File: src/rtl/misaligned_load_unit.sv
// RISC-V load unit: fetches one or two aligned memory beats, stitches the
// addressed bytes together and sign/zero-extends the result.
module misaligned_load_unit #(
  parameter int unsigned XLEN             = 32,
  parameter bit          ALLOW_MISALIGNED = 1'b1
) (
  input  logic            clk,
  input  logic            resetn,
  input  logic            req_valid,
  output logic            req_ready,
  input  logic [31:0]     req_addr,
  input  logic [2:0]      req_funct3,
  output logic            mem_valid,
  input  logic            mem_ready,
  output logic [31:0]     mem_addr,
  input  logic [XLEN-1:0] mem_rdata,
  output logic            rsp_valid,
  input  logic            rsp_ready,
  output logic [XLEN-1:0] rsp_data,
  output logic            rsp_fault
);

  localparam int unsigned B    = XLEN / 8;
  localparam int unsigned OffW = $clog2(B);

  typedef enum logic [1:0] {StIdle, StBeat0, StBeat1, StResp} state_e;

  state_e            state_q, state_d;
  logic [31:0]       base_q;
  logic [2:0]        funct3_q;
  logic [OffW-1:0]   off_q;
  logic              cross_q;
  logic [XLEN-1:0]   beat0_q;
  logic [XLEN-1:0]   rsp_data_q;
  logic              rsp_fault_q;

  logic [4:0]        span;
  logic              req_cross;
  logic              req_illegal;
  logic              req_fault;
  logic [XLEN-1:0]   lo_beat;
  logic [XLEN-1:0]   asm_data;
  logic [XLEN-1:0]   keep;
  logic              sbit;
  logic [XLEN-1:0]   ext_data;

  // Request decode, evaluated against the live request in IDLE.
  always_comb begin
    span        = 5'(req_addr[OffW-1:0]) + (5'd1 << req_funct3[1:0]);
    req_cross   = span > 5'(B);
    req_illegal = (req_funct3 == 3'b111) ||
                  ((XLEN == 32) && ((req_funct3 == 3'b011) || (req_funct3 == 3'b110)));
    req_fault   = req_illegal || (req_cross && !ALLOW_MISALIGNED);
  end

  // Byte assembly: {beat1, beat0} shifted down by the byte offset. For a
  // single-beat load the upper half is don't-care and masked by extension.
  always_comb begin
    lo_beat  = (state_q == StBeat0) ? mem_rdata : beat0_q;
    asm_data = XLEN'({mem_rdata, lo_beat} >> {off_q, 3'b000});
    keep     = ~({XLEN{1'b1}} << (8 << funct3_q[1:0]));
    unique case (funct3_q[1:0])
      2'b00:   sbit = asm_data[7];
      2'b01:   sbit = asm_data[15];
      2'b10:   sbit = asm_data[31];
      default: sbit = asm_data[XLEN-1];
    endcase
    ext_data = (!funct3_q[2] && sbit) ? (asm_data | ~keep) : (asm_data & keep);
  end

  always_comb begin
    state_d   = state_q;
    req_ready = 1'b0;
    mem_valid = 1'b0;
    mem_addr  = 32'h0;
    rsp_valid = 1'b0;
    unique case (state_q)
      StIdle: begin
        req_ready = 1'b1;
        if (req_valid) state_d = req_fault ? StResp : StBeat0;
      end
      StBeat0: begin
        mem_valid = 1'b1;
        mem_addr  = base_q;
        if (mem_ready) state_d = cross_q ? StBeat1 : StResp;
      end
      StBeat1: begin
        mem_valid = 1'b1;
        mem_addr  = base_q + 32'(B);
        if (mem_ready) state_d = StResp;
      end
      StResp: begin
        rsp_valid = 1'b1;
        if (rsp_ready) state_d = StIdle;
      end
      default: state_d = StIdle;
    endcase
  end

  always_ff @(posedge clk) begin
    if (!resetn) begin
      state_q     <= StIdle;
      base_q      <= 32'h0;
      funct3_q    <= 3'b000;
      off_q       <= '0;
      cross_q     <= 1'b0;
      beat0_q     <= '0;
      rsp_data_q  <= '0;
      rsp_fault_q <= 1'b0;
    end else begin
      state_q <= state_d;
      if (state_q == StIdle && req_valid) begin
        base_q      <= {req_addr[31:OffW], {OffW{1'b0}}};
        funct3_q    <= req_funct3;
        off_q       <= req_addr[OffW-1:0];
        cross_q     <= req_cross;
        rsp_fault_q <= req_fault;
        if (req_fault) rsp_data_q <= '0;
      end
      if (state_q == StBeat0 && mem_ready) begin
        beat0_q <= mem_rdata;
        if (!cross_q) rsp_data_q <= ext_data;
      end
      if (state_q == StBeat1 && mem_ready) rsp_data_q <= ext_data;
    end
  end

  assign rsp_data  = rsp_data_q;
  assign rsp_fault = rsp_fault_q;

endmodule
File: config.mk
export PLATFORM = sky130hd
export DESIGN_NAME = misaligned_load_unit
export DESIGN_NICKNAME = d
export VERILOG_FILES = /design/src/rtl/misaligned_load_unit.sv
export SDC_FILE = /design/constraint.sdc
export NUM_CORES = 1
export LEC_CHECK = 0
export BUFFER_PORTS_ARGS = -buffer_cell sky130_fd_sc_hd__buf_2
export CAP_MARGIN = 20
export CORE_ASPECT_RATIO = 0.6
export CORE_MARGIN = 5
export CORE_UTILIZATION = 40
export CTS_CLUSTER_DIAMETER = 200
export DETAILED_ROUTE_END_ITERATION = 7
export PLACE_DENSITY = 0.6
export SLEW_MARGIN = 30
export SYNTH_ARGS = -nofsm -noshare
export SYNTH_HDL_FRONTEND = slang
export SYNTH_SLANG_ARGS = --single-unit
File: constraint.sdc
create_clock -name clk -period 2.8 [get_ports clk]
set_input_delay 0.42 -clock clk [delete_from_list [all_inputs] [get_ports clk]]
set_output_delay 0.42 -clock clk [all_outputs]
set_load 0.05 [all_outputs]
==> tab_implementation.tex <==
\begin{tabular}{lr}
\hline
Metric & Value \\
\hline
\multicolumn{2}{l}{\textbf{CTS}} \\
\quad Number of buffers added by the clock tree synthesis step & 9 \\
\quad Longest Clk Path Bufs & 2 \\
\quad CTS tree & done \\
\quad H-tree level count & 3 \\
\quad Latest clock arrival within the worst-skew pair & 0.35 ns \\
\quad Clock tree sinks & 103 \\
\quad Buffer type at the clock tree root & sky130\_fd\_sc\_hd\_\_clkbuf\_16 \\
\quad Clock slew at reported path FFs & 0.08 ns \\
\multicolumn{2}{l}{\textbf{Critical path}} \\
\quad Data arrival time at the worst-slack endpoint & 2.34 ns \\
\quad Type of the worst setup path & flip-flop to output pin \\
\quad Top fanout value on the critical path & 6 \\
\quad Slowest cell on crit path & sky130\_fd\_sc\_hd\_\_dfxtp\_1 \\
\quad Launch instance of the worst register-to-register path & state\_q[1]\$\_SDFFE\_PN0P\_ \\
\quad Startpoint class of the critical path & flip-flop \\
\quad Cell family with the largest share of critical-path delay & compound AO/OA/AOI/OAI gates \\
\quad Crit path buffers/inverters & 1 \\
\quad Number of cell instances on the worst register-to-register path & 6 \\
\quad Req. time, crit path & 2.38 ns \\
\quad Crit-path max cell delay & 0.40 ns \\
\quad Ordered list of cells on the worst path & and4\_1, nand3\_1, o31a\_1, o21ai\_0, o41ai\_4, buf\_2 \\
\quad Reg-to-reg endpoint & rsp\_data[21]\$\_SDFF\_PN0\_ \\
\quad Critical path capture point type & output pin \\
\quad Slack of the worst reg-to-reg path & 0.25 ns \\
\multicolumn{2}{l}{\textbf{Route}} \\
\quad Final Routed Wirelength & 20.68 mm \\
\quad Average vias per placed instance & 5.643 \\
\quad Average wire per standard cell & 18.97 um \\
\quad DRC & 0 \\
\quad Routed Antenna Nets & 0 \\
\quad Initial drt markers & 732 \\
\quad Detailed-router iteration count before antenna repair & 5 \\
\quad Number of vias in the routed layout & 6,151 \\
\multicolumn{2}{l}{\textbf{Pwr}} \\
\quad Part of the power in combinational logic & 51.4\% \\
\quad Switching pwr & 3.145 mW \\
\quad Cell-internal power & 3.776 mW \\
\quad Switching power share of the total & 45.44\% \\
\quad Leakage power of the design & 3.030 nW \\
\quad Total power after layout & 6.921 mW \\
\quad PwrDens & 896.6 nW/um\^{}2 \\
\quad Portion of total power attributed to sequential cells & 29.0\% \\
\quad Part of the total power dissipated in the clock network & 19.6\% \\
\quad Largest voltage drop on the vdd net & 0.4925 mV \\
\multicolumn{2}{l}{\textbf{Floorplan}} \\
\quad Full die area & 18,480 um\^{}2 \\
\quad Top Ports & 140 \\
\quad Die width & 172.2 um \\
\quad Placeable core region & 15,410 um\^{}2 \\
\quad Starting density of the core & 40.97\% \\
\quad Y dimension of the die & 107.3 um \\
\quad Count of standard-cell rows & 35 \\
\multicolumn{2}{l}{\textbf{Finish}} \\
\quad Area grow syn2layout & 22.23\% \\
\quad Leading cell types in the layout, fill and taps excluded & sky130\_fd\_sc\_hd\_\_nand2\_1, sky130\_fd\_sc\_hd\_\_buf\_2, sky130\_fd\_sc\_hd\_\_dfxtp\_1 \\
\quad Final Util & 50.07\% \\
\quad Final standard cell count with taps included and fillers excluded & 1,090 \\
\quad Final net count & 962 \\
\quad Diodes inserted & 0 \\
\quad Commonest non-fill, non-tap cell in the layout & sky130\_fd\_sc\_hd\_\_nand2\_1 \\
\quad Proportion of layout cells with a drive suffix above 1 & 31.12\% \\
\multicolumn{2}{l}{\textbf{Run}} \\
\quad Max Cap Violations & 0 \\
\multicolumn{2}{l}{\textbf{GRT}} \\
\quad Initial antenna violation count & 0 \\
\quad Via count of the first global-routing pass & 5,382 \\
\quad Pin count of the biggest net entering global routing & 90 \\
\quad First-pass GRT wire length & 31.95 mm \\
\quad Global-route total usage across every layer & 22.10\% \\
\quad Leftover overflow at the end of global routing & 0 \\
\multicolumn{2}{l}{\textbf{Timing}} \\
\quad Final setup vio count & 0 \\
\quad Worst relative slew slack & 49.46\% \\
\quad Final hold vios & 0 \\
\quad Worst Tran Pin Value & 0.7580 ns \\
\quad Unrepaired setup endpoints after global routing & true \\
\quad Peak Freq & 362.3 MHz \\
\quad Final worst path period need & 2.760 ns \\
\quad Fin crit share & 98.57\% \\
\quad Final Max Tran Viols & 0 \\
\quad Worst clock skew & 0.009750 ns \\
\multicolumn{2}{l}{\textbf{Yosys}} \\
\quad Most used flip-flop cell after synthesis & sky130\_fd\_sc\_hd\_\_dfxtp\_1 \\
\quad Asr flop ratio synth & 0\% \\
\quad Number of flip-flops and latches in the synthesized netlist & 103 \\
\quad Share of synthesized area occupied by flip-flops and latches & 32.65\% \\
\quad Synthesis warning total & 0 \\
\quad Average instance area after synthesis & 8.244 um\^{}2 \\
\quad EDFF count, synth & 0 \\
\quad Distinct cell type count after synthesis & 59 \\
\quad Post-synthesis instance area & 6315 um\^{}2 \\
\quad Cell count after synthesis & 766 \\
\multicolumn{2}{l}{\textbf{Place}} \\
\quad Routability congestion estimate & 0.8889 \\
\quad Number of input and output port buffers inserted & 137 \\
\quad Cell count after placement & 1,072 \\
\quad Dpl hpwl & 15.06 mm \\
\multicolumn{2}{l}{\textbf{Worst hold path}} \\
\quad Sink of the worst hold path & base\_q[17]\$\_SDFFE\_PN0P\_ \\
\quad Hold Crit Start & req\_addr[17] \\
\quad Hold Path Stages & 3 \\
\quad Worst Hold Class & input pin to flip-flop \\
\multicolumn{2}{l}{\textbf{Run status}} \\
\quad Run status & finished clean \\
\hline
\end{tabular}
[worst max-delay path by stage]
stage,startpoint,end,slack [ns],cells after the start
global route,base_q[7]$_SDFFE_PN0P_,mem_addr[23],-0.08,6
finish,base_q[7]$_SDFFE_PN0P_,mem_addr[23],0.04,6
global placement,base_q[2]$_SDFFE_PN0P_,mem_addr[24],0.28,7
floorplan,state_q[1]$_SDFFE_PN0P_,mem_addr[27],-0.09,8
CTS,base_q[21]$_SDFFE_PN0P_,mem_addr[29],0.007,6
detailed placement,base_q[2]$_SDFFE_PN0P_,mem_addr[24],0.24,7
[cells by family after synthesis]
group | Yosys count | share of synthesized area (%)
mux | 73 | 16.52
fa+ha+maj | 8 | 1.704
other cells | 1 | 0.05938
flops | 103 | 32.65
compound gates | 211 | 23.14
simple gates | 292 | 20.23
buf+inv | 78 | 5.687
[cells in the mapped netlist (2+ instances only)]
library cell                 n  area, um^2
sky130_fd_sc_hd__o31ai_1     4       30.03
sky130_fd_sc_hd__clkbuf_1   38       142.6
sky130_fd_sc_hd__dfxtp_1   103        2062
sky130_fd_sc_hd__a211oi_1    3       22.52
sky130_fd_sc_hd__nand2b_1    6       37.54
sky130_fd_sc_hd__a21o_1      4       30.03
sky130_fd_sc_hd__nor4_1      2       12.51
sky130_fd_sc_hd__nor2_1     24       90.09
sky130_fd_sc_hd__a221oi_2   11       165.2
sky130_fd_sc_hd__a31o_2      2       17.52
sky130_fd_sc_hd__nand2_1   194       728.2
sky130_fd_sc_hd__o21a_1      3       22.52
sky130_fd_sc_hd__mux2i_1    33       330.3
sky130_fd_sc_hd__nor2b_1     8       50.05
sky130_fd_sc_hd__a41oi_1     2       17.52
sky130_fd_sc_hd__and3_1      7       43.79
sky130_fd_sc_hd__buf_4       7       52.55
sky130_fd_sc_hd__inv_1      11       41.29
sky130_fd_sc_hd__mux2_2     16       180.2
sky130_fd_sc_hd__nand4_1     6       37.54
sky130_fd_sc_hd__nor3_1      4       20.02
sky130_fd_sc_hd__mux4_2     23       518.0
sky130_fd_sc_hd__a211o_1     2       17.52
sky130_fd_sc_hd__and4_1      4       35.03
sky130_fd_sc_hd__o41ai_1     3       26.28
sky130_fd_sc_hd__buf_2      13       65.06
sky130_fd_sc_hd__a21oi_1    85       425.4
sky130_fd_sc_hd__a31oi_1    12       75.07
sky130_fd_sc_hd__o221ai_1    2       17.52
sky130_fd_sc_hd__and2_1     13       81.33
sky130_fd_sc_hd__o21ai_0    22       110.1
sky130_fd_sc_hd__o21bai_1    8       60.06
sky130_fd_sc_hd__ha_1        7       87.58
sky130_fd_sc_hd__o211ai_1   15       112.6
sky130_fd_sc_hd__a21boi_0    6       45.04
sky130_fd_sc_hd__nand3_1    16       80.08
sky130_fd_sc_hd__o31a_1      3       26.28
sky130_fd_sc_hd__buf_1       7       26.28
sky130_fd_sc_hd__nor3b_1     4       30.03
sky130_fd_sc_hd__a221oi_1   14       122.6
[sequential cells by signal, summed over array words and instances (netlist names)]
signal     flops
base_q        30
state_q        2
funct3_q       3
off_q          2
rsp_data      32
rsp_fault      1
beat0_q       32
cross_q        1
[per-layer routing]
metal,track usage [%],wire [um]
met1,39.91,10930
met2,24.43,7219
met3,5.505,2387
met4,3.141,138
met5,0,0
[worst register-to-register path, stage by stage, from the launching register on]
cell	delay [ns]
sky130_fd_sc_hd__dfxtp_1	0.35
sky130_fd_sc_hd__inv_1	0.13
sky130_fd_sc_hd__ha_2	0.41
sky130_fd_sc_hd__buf_4	0.39
sky130_fd_sc_hd__mux4_2	0.60
sky130_fd_sc_hd__o211ai_1	0.40
sky130_fd_sc_hd__a221oi_2	0.13
[power groups by stage]
| stage | sequential (mW) | combinational, mW | clock (mW) |
|---|---|---|---|
| 6_report | 2.01 | 3.56 | 1.36 |
| 5_1_grt | 2.05 | 3.84 | 1.44 |
| 4_1_cts | 2.00 | 3.49 | 1.37 |
| 3_5_place_dp | 2.03 | 3.47 | 0 |
| 3_3_place_gp | 2.03 | 3.47 | 0 |
| 2_1_floorplan | 2.37 | 2.24 | 0 |
[cell type report]
| cell class | instances | area [um^2] |
|---|---|---|
| timing repair buffer | 171 | 987.2 |
| tap | 203 | 254.0 |
| clock buffer | 10 | 239.0 |
| fill | 1515 | 7696 |
| sequential | 103 | 2068 |
| clock inverter | 6 | 76.32 |
| multi-input combinational | 586 | 4051 |
| inverter | 11 | 42.54 |
[what timing repair did]
action | 4_1_cts | 5_1_grt
pin swaps | 0 | 1
hold buffers | 0 | 0
setup buffers | 0 | 2
resized for setup | 7 | 18
hold endpoints to repair | 0 | 0
endpoints found under the setup margin | 10 | 17
[metrics by stage]
stage	TNS (ns)	instance area (um^2)	hold slack, ns	setup slack (ns)
3_3_place_gp	0	7322	0.4446	0.2796
3_5_place_dp	0	7322	0.4488	0.2376
2_1_floorplan	-0.2646	6426	0.4334	-0.09307
5_1_grt	-0.2577	7719	0.3028	-0.08266
6_report	0	7719	0.3040	0.04004
4_1_cts	0	7651	0.2915	0.007376
(Power assumes the default switching activity.)
